**src/rtl/amo_bank_arbiter.sv**
```systemverilog
// Round-robin arbiter that funnels NumIn requesters into one memory bank behind an AMO shim.
// After an atomic is granted the bank is held off for one cycle while the shim does its write-back.
module amo_bank_arbiter #(
    parameter int unsigned NumIn        = 4,
    parameter int unsigned AddrMemWidth = 32,
    parameter int unsigned DataWidth    = 32
) (
    input  logic                                   clk_i,
    input  logic                                   rst_ni,
    input  logic [NumIn-1:0]                       req_i,
    output logic [NumIn-1:0]                       gnt_o,
    input  logic [NumIn-1:0][AddrMemWidth-1:0]     add_i,
    input  logic [NumIn-1:0][3:0]                  amo_i,
    input  logic [NumIn-1:0]                       wen_i,
    input  logic [NumIn-1:0][DataWidth-1:0]        wdata_i,
    input  logic [NumIn-1:0][DataWidth/8-1:0]      be_i,
    output logic [NumIn-1:0]                       rvalid_o,
    output logic [DataWidth-1:0]                   rdata_o,
    output logic                                   out_req_o,
    output logic [AddrMemWidth-1:0]                out_add_o,
    output logic [3:0]                             out_amo_o,
    output logic                                   out_wen_o,
    output logic [DataWidth-1:0]                   out_wdata_o,
    output logic [DataWidth/8-1:0]                 out_be_o,
    input  logic                                   out_gnt_i,
    input  logic [DataWidth-1:0]                   out_rdata_i
);

    localparam int unsigned IdxW = (NumIn > 1) ? $clog2(NumIn) : 1;

    typedef enum logic [0:0] {
        Ready   = 1'b0,
        AmoLock = 1'b1
    } state_e;

    state_e          state_q, state_d;
    logic [IdxW-1:0] rr_q, rr_d;
    logic [IdxW-1:0] ridx_q, ridx_d;
    logic            rvalid_q, rvalid_d;

    logic [IdxW:0]   cand_s;
    logic [IdxW:0]   next_rr_s;
    logic [IdxW-1:0] sel_idx_s;
    logic            sel_valid_s;
    logic            grant_s;

    // Pick the first requester at or after the round-robin pointer, wrapping around.
    always_comb begin
        sel_valid_s = 1'b0;
        sel_idx_s   = '0;
        cand_s      = '0;
        for (int unsigned k = 0; k < NumIn; k++) begin
            cand_s = {1'b0, rr_q} + (IdxW+1)'(k);
            if (cand_s >= (IdxW+1)'(NumIn)) begin
                cand_s = cand_s - (IdxW+1)'(NumIn);
            end else begin
                cand_s = cand_s;
            end
            if (!sel_valid_s && req_i[cand_s[IdxW-1:0]]) begin
                sel_valid_s = 1'b1;
                sel_idx_s   = cand_s[IdxW-1:0];
            end else begin
                sel_valid_s = sel_valid_s;
            end
        end
    end

    // Bank-side request and grant; payload is forced to zero while idle so the bus stays quiet.
    always_comb begin
        out_req_o   = (state_q == Ready) && sel_valid_s;
        grant_s     = out_req_o && out_gnt_i;
        gnt_o       = '0;
        out_add_o   = '0;
        out_amo_o   = 4'd0;
        out_wen_o   = 1'b0;
        out_wdata_o = '0;
        out_be_o    = '0;
        if (out_req_o) begin
            out_add_o   = add_i[sel_idx_s];
            out_amo_o   = amo_i[sel_idx_s];
            out_wen_o   = wen_i[sel_idx_s];
            out_wdata_o = wdata_i[sel_idx_s];
            out_be_o    = be_i[sel_idx_s];
        end else begin
            out_add_o   = '0;
        end
        if (grant_s) begin
            gnt_o[sel_idx_s] = 1'b1;
        end else begin
            gnt_o = '0;
        end
    end

    // Next-state for the pointer, the lock FSM and the one-cycle-later response tag.
    always_comb begin
        next_rr_s = {1'b0, sel_idx_s} + (IdxW+1)'(1);
        rr_d      = rr_q;
        ridx_d    = ridx_q;
        rvalid_d  = grant_s;
        state_d   = state_q;
        if (grant_s) begin
            rr_d   = (next_rr_s >= (IdxW+1)'(NumIn)) ? '0 : next_rr_s[IdxW-1:0];
            ridx_d = sel_idx_s;
        end else begin
            rr_d   = rr_q;
        end
        case (state_q)
            Ready:   state_d = (grant_s && (out_amo_o != 4'd0)) ? AmoLock : Ready;
            AmoLock: state_d = Ready;
            default: state_d = Ready;
        endcase
    end

    // State registers; reset also discards any response still in flight.
    always_ff @(posedge clk_i or negedge rst_ni) begin
        if (!rst_ni) begin
            state_q  <= Ready;
            rr_q     <= '0;
            ridx_q   <= '0;
            rvalid_q <= 1'b0;
        end else begin
            state_q  <= state_d;
            rr_q     <= rr_d;
            ridx_q   <= ridx_d;
            rvalid_q <= rvalid_d;
        end
    end

    // Response: the AMO's old value arrives from the shim during the lock cycle.
    always_comb begin
        rvalid_o = '0;
        rdata_o  = out_rdata_i;
        if (rvalid_q) begin
            rvalid_o[ridx_q] = 1'b1;
        end else begin
            rvalid_o = '0;
        end
    end

    amo_bank_arbiter_chk #(
        .NumIn (NumIn)
    ) u_chk (
        .clk_i     (clk_i),
        .rst_ni    (rst_ni),
        .gnt_i     (gnt_o),
        .out_req_i (out_req_o),
        .lock_i    (state_q == AmoLock)
    );

endmodule

// Protocol invariants: at most one grant per cycle and no bank request while locked.
module amo_bank_arbiter_chk #(
    parameter int unsigned NumIn = 4
) (
    input logic             clk_i,
    input logic             rst_ni,
    input logic [NumIn-1:0] gnt_i,
    input logic             out_req_i,
    input logic             lock_i
);

    a_onehot_gnt: assert property (@(posedge clk_i) disable iff (!rst_ni) $onehot0(gnt_i));
    a_lock_quiet: assert property (@(posedge clk_i) disable iff (!rst_ni) !(lock_i && out_req_i));

endmodule

```
**config.mk**
```make
export PLATFORM = sky130hd
export DESIGN_NAME = amo_bank_arbiter
export DESIGN_NICKNAME = d
export VERILOG_FILES = /design/src/rtl/amo_bank_arbiter.sv
export SDC_FILE = /design/constraint.sdc
export NUM_CORES = 1
export LEC_CHECK = 0
export BUFFER_PORTS_ARGS = -buffer_cell sky130_fd_sc_hd__buf_2
export CAP_MARGIN = 20
export CORE_AREA = 2 2 172 174
export CTS_CLUSTER_DIAMETER = 120
export DETAILED_ROUTE_END_ITERATION = 8
export DIE_AREA = 0 0 174 176
export PLACE_DENSITY = 0.43
export SYNTH_ARGS = -nofsm -noshare
export SYNTH_HDL_FRONTEND = slang
export SYNTH_HIERARCHICAL = 1
export SYNTH_SLANG_ARGS = --single-unit
```
**constraint.sdc**
```tcl
create_clock -name clk_i -period 2 [get_ports clk_i]
set_input_delay 0.4 -clock clk_i [delete_from_list [all_inputs] [get_ports clk_i]]
set_output_delay 0.4 -clock clk_i [all_outputs]
set_load 0.03 [all_outputs]
```
## Word level (Yosys, flattened, before mapping)

Index checks and enable logic that the tools add are counted.

- Bits in registers: 6
- Bits of input ports: 331
- Output and inout port bits: 114
- Word-level logic and storage cells: 82

- Add/subtract/negate cells: 8
- Magnitude comparators: 13
- Muxes and demuxes: 44
- Bitwise logic cells: 1
- Reduce and logical (&&, ||, !) cells: 12

Operators by type and width:

| cell | number |
|---|---|
| 32-bit binary-select mux with 2-bit select | 2 |
| 32-bit two-way mux | 4 |
| 4-bit two-way mux | 6 |
| 2-bit by 3-bit < comparator with 1-bit output (second input constant) | 6 |
| 2-bit two-way mux | 9 |
| 4-bit binary-select mux with 2-bit select | 2 |
| 1-bit two-way mux | 13 |
| 3-bit greater-or-equal comparator (second input constant) | 4 |
| 1-bit binary-select mux with 2-bit select | 5 |
| 1-bit logical AND | 8 |
| 2-bit by 1-bit subtractor with 2-bit output (second input constant) | 4 |
| 2-bit by 1-bit adder with 3-bit output (second input constant) | 2 |
| 2-bit by 2-bit adder with 3-bit output (second input constant) | 2 |
| 1-bit demux with 2-bit select | 2 |
| 2-bit by 1-bit greater-or-equal comparator with 1-bit output (second input constant) | 2 |
| 4-bit nonzero test | 1 |
| 2-bit by 3-bit greater-or-equal comparator with 1-bit output (second input constant) | 1 |
| 1-bit logical NOT | 3 |
| 1-bit one-hot mux with 2 select lines | 1 |
| 1-bit inverter | 1 |

## Longest topological paths before layout

- Word-level depth: 21
- Mapped depth: 9
- Gate-level depth less buffers: 7

## Least setup slack after synthesis

OpenSTA, ideal clock, no wires.

- Path kind: reg-to-output
- From: register rr_q[1]
- To: output port out_add_o[0]
- Arrival: 2.195 ns
- Data required time: 1.600 ns
- Setup slack: -0.595 ns
- Cell stages (with the launch flop): 8
- Path buffers: 2
- Path through: dfrtp_1 and4b_1 a21oi_4 nand2_8 buf_12 buf_12 mux2i_1 a211oi_1

- Word-level cells in the longest chain between the ends: 17
- Elaborated cells on any way between the ends: 41
- Classes of those cells: add/sub: 7; order compare: 4; mux: 23; reduce/logical: 7

RTL lines:

| item | RTL line | source |
|---|---|---|
| start, declared | 37 | `logic [IdxW-1:0] rr_q, rr_d;` |
| start signal, assigned | 123 | `rr_q <= rr_d;` |
| parallel branches: the longest is 16 deep, another holds 2-bit by 1-bit adder with 3-bit output | - |  |
| 32-bit two-way mux (*) | 78 | `if (out_req_o) begin` |
| end, declared | 20 | `output logic [AddrMemWidth-1:0] out_add_o,` |

Every way passes the cells marked *. The select of a mux whose other input is x is not followed.

## Worst setup path after layout

- From: register rr_q[1]
- To: output port out_be_o[0]

- Word-level cells in the longest chain between the ends: 17
- Elaborated cells on any way between the ends: 41
- Classes of those cells: add/sub: 7; order compare: 4; mux: 23; reduce/logical: 7

RTL lines:

| item | RTL line | source |
|---|---|---|
| parallel branches: the longest is 16 deep, another holds 2-bit by 1-bit adder with 3-bit output | - |  |
| 4-bit two-way mux (*) | 78 |  |
| end, declared | 24 | `output logic [DataWidth/8-1:0] out_be_o,` |

Marks and branches as above.

==> impl_metrics.env <==
export IMPL_critPathLaunch="rr_q[1]"
export IMPL_critPathLaunchType="flip-flop"
export IMPL_power_mw=10.92
export IMPL_cp_top_family="buffers and inverters"
export IMPL_max_vdd_ir_drop_v=0.0005254
export IMPL_io_buffer_count=380
export IMPL_wl_per_cell_um=16.79
export IMPL_p_leak_nw=3.931
export IMPL_fin_nets=1179
export IMPL_dieHeight_um=176
export IMPL_clkLatencyLatePin_ns=0.23
export IMPL_ios=445
export IMPL_timing_final_crit_period_ns=2.647
export IMPL_p_comb_share_pct=94.9
export IMPL_ys_seq_elements=6
export IMPL_cts_buffers=3
export IMPL_finalCritPeriodShare_pct=132.4
export IMPL_synth_distinct_cells=36
export IMPL_cts_tree="done"
export IMPL_reg2reg_from="rr_q[1]"
export IMPL_routed_via_density=3.921
export IMPL_drt_iter0_drc=84
export IMPL_async_reset_ff_share_pct=100.0
export IMPL_wl_met2_mm=11.18
export IMPL_timing_hold_ws_ns=0.5328
export IMPL_fp_dieArea_sq_mm=0.03062
export IMPL_grt_max_degree=31
export IMPL_path_buf_inv=4
export IMPL_cts_root_buf="clkbuf_16"
export IMPL_grt_pass1_wl_mm=29.65
export IMPL_cp_required_ns=1.60
export IMPL_core_area_sq_mm=0.02855
export IMPL_worst_pin_slew_ns=0.3742
export IMPL_hpwl_mm=16.15
export IMPL_ys_seq_area_share_pct=4.272
export IMPL_areaGrowthSynthToFinish_pct=142.4
export IMPL_p_int_mw=5.553
export IMPL_cp_max_fo=8
export IMPL_first_global_vias=5195
export IMPL_drtAntennaViolNets=0
export IMPL_path_cells="and4b_2 > a21oi_4 > nand2_8 > buf_12 > buf_6 > buf_4 > mux2i_2 > a211oi_4 > buf_6"
export IMPL_layout_setup_ws_ns=-0.6475
export IMPL_seq_power_share_pct=2.1
export IMPL_fmax_ghz=0.3777
export IMPL_die_w_um=174
export IMPL_power_frac_clock_pct=3.0
export IMPL_fin_util_pct=29.84
export IMPL_synth_cells=420
export IMPL_cts_sink_count=6
export IMPL_regArea_sq_um=151.4
export IMPL_slew_headroom_pct=74.34
export IMPL_cts_buffer_depth=2
export IMPL_ys_flop_type="dfrtp_1"
export IMPL_highest_layer="met4"
export IMPL_dr_pass1_iters=4
export IMPL_vias=4811
export IMPL_cap_violations=0
export IMPL_holdCritPathClass="in -> async"
export IMPL_switching_power_mw=5.363
export IMPL_violations="setup timing"
export IMPL_wirelength_mm=20.60
export IMPL_end_kind="output port"
export IMPL_hold_viol=0
export IMPL_htree_levels=1
export IMPL_start_util_pct=12.31
export IMPL_place_worst_setup_slack_ns=-0.5827
export IMPL_critPathKind="reg -> out"
export IMPL_antenna_found_initial=4
export IMPL_num_fill_cells=3064
export IMPL_multi_input_area_sq_mm=0.004100
export IMPL_synth_edf_count=0
export IMPL_drive_gt1_share_pct=88.00
export IMPL_core_rowCount=62
export IMPL_placed_area_sq_mm=0.006952
export IMPL_grt_usage_pct=12.39
export IMPL_cp_arrival_ns=2.25
export IMPL_setup_viol=79
export IMPL_yosys_warnings=6
export IMPL_drcViolationCount=0
export IMPL_syn_avg_cell_area_sq_um=8.368
export IMPL_status="finished, violations left"
export IMPL_grt_overflow_total=0
export IMPL_met3_length_mm=1.394
export IMPL_p_sw_share_pct=49.13
export IMPL_p_per_area_mw_per_mm2=1281
export IMPL_design_area_sq_mm=0.008519
export IMPL_syn_num_nets=755
export IMPL_cpMostUsedCell="buf_6"
export IMPL_clock_skew_ns=0.001256
export IMPL_met1Wirelength_mm=7.719
export IMPL_slowest_delay_ns=0.45
export IMPL_cpMaxStageDelayCell="dfrtp_2"
export IMPL_clkSlewWorstSetupHoldPaths_ns=0.04
export IMPL_rsz0062_at_grt="yes"
export IMPL_gp_congestion=0.7738
export IMPL_syn_area_sq_mm=0.003515
export IMPL_slew_viol_final=0
[power groups by stage]
stage	clock [mW]	sequential, mW	combinational [mW]
2_1_floorplan	0	0.203	6.08
3_3_place_gp	0	0.220	7.87
3_5_place_dp	0	0.223	7.88
4_1_cts	0.331	0.230	9.84
5_1_grt	0.336	0.236	10.9
6_report	0.327	0.227	10.4
[metrics by stage]
stage,setup TNS (ns),std cells
2_1_floorplan,-15.88,420
3_3_place_gp,-37.45,1197
3_5_place_dp,-38.19,1197
4_1_cts,-43.35,1214
5_1_grt,-49.46,1226
6_report,-44.13,1227
[sequential cells by signal, summed over array words and instances (netlist names)]
register / count
ridx_q: 2
rr_q: 2
rvalid_q: 1
state_q: 1
[layout make-up]
type | count | area share, %
tap | 384 | 5.640
antenna | 1 | 0.02937
clock buffer | 3 | 0.8812
multi-input combinational | 338 | 48.13
timing repair buffer | 487 | 42.37
timing repair inverter | 3 | 0.5728
inverter | 5 | 0.6021
sequential | 6 | 1.777
[cells by family after synthesis]
group	after synthesis	synth area share [%]
AOI/OAI and AO/OA	86	19.19
adders and majority gates	4	1.424
muxes	145	44.07
and+or+nand+nor	103	13.28
buffers and inverters	76	17.76
DFF	6	4.272
[final timing paths]
kind | to | slack, ns | cells after the start
min in group clk_i | ridx_q[0] | 0.54 | 2
worst min register to register | ridx_q[0] | 0.54 | 2
max in group asynchronous | rr_q[1] | 1.30 | 2
worst max register to register | state_q | -0.09 | 9
worst max-delay path | out_be_o[0] | -0.65 | 9
worst min-delay path | ridx_q[0] | 0.53 | 2
[synthesized netlist by cell type (6+ instances only)]
cell | count | area, sq um
nand3_1 | 8 | 40.04
mux2_2 | 70 | 788.3
buf_12 | 8 | 160.2
buf_6 | 8 | 90.09
mux2i_1 | 73 | 730.7
nor2_1 | 71 | 266.5
dfrtp_1 | 6 | 150.1
clkbuf_1 | 8 | 30.03
and3_1 | 7 | 43.79
o21ai_0 | 7 | 35.03
buf_4 | 35 | 262.8
buf_2 | 12 | 60.06
a211oi_1 | 64 | 480.5
[routing by layer]
metal | track usage (%) | up-vias
met5 | 0 | -
met4 | 1.856 | 0
met3 | 2.627 | 27
met2 | 23.85 | 231
met1 | 14.23 | 2235
li1 | - | 2318
[cells in the final DEF, fill, tap and decap left out, types with 2 or more instances in the layout]
cell / instances
buf_2: 302
buf_6: 87
buf_4: 70
a211oi_4: 68
mux2i_1: 61
mux2_2: 49
nor2_2: 47
nor2_4: 24
mux2_4: 23
mux2i_2: 11
buf_16: 9
buf_8: 9
clkbuf_16: 7
nand3_1: 6
o21ai_0: 6
nand2_1: 5
and3_4: 5
nor2_1: 5
buf_12: 5
dfrtp_1: 5
ha_4: 3
a21o_2: 2
inv_1: 2
inv_12: 2
[timing repair]
action	4_1_cts	5_1_grt
hold buffers	1	0
pin swaps	19	15
gates cloned	6	4
endpoints found under the setup margin	78	80
hold endpoints to repair	2	0
setup buffers	7	11
gates resized for setup	278	55
(Power assumes the default switching activity.)
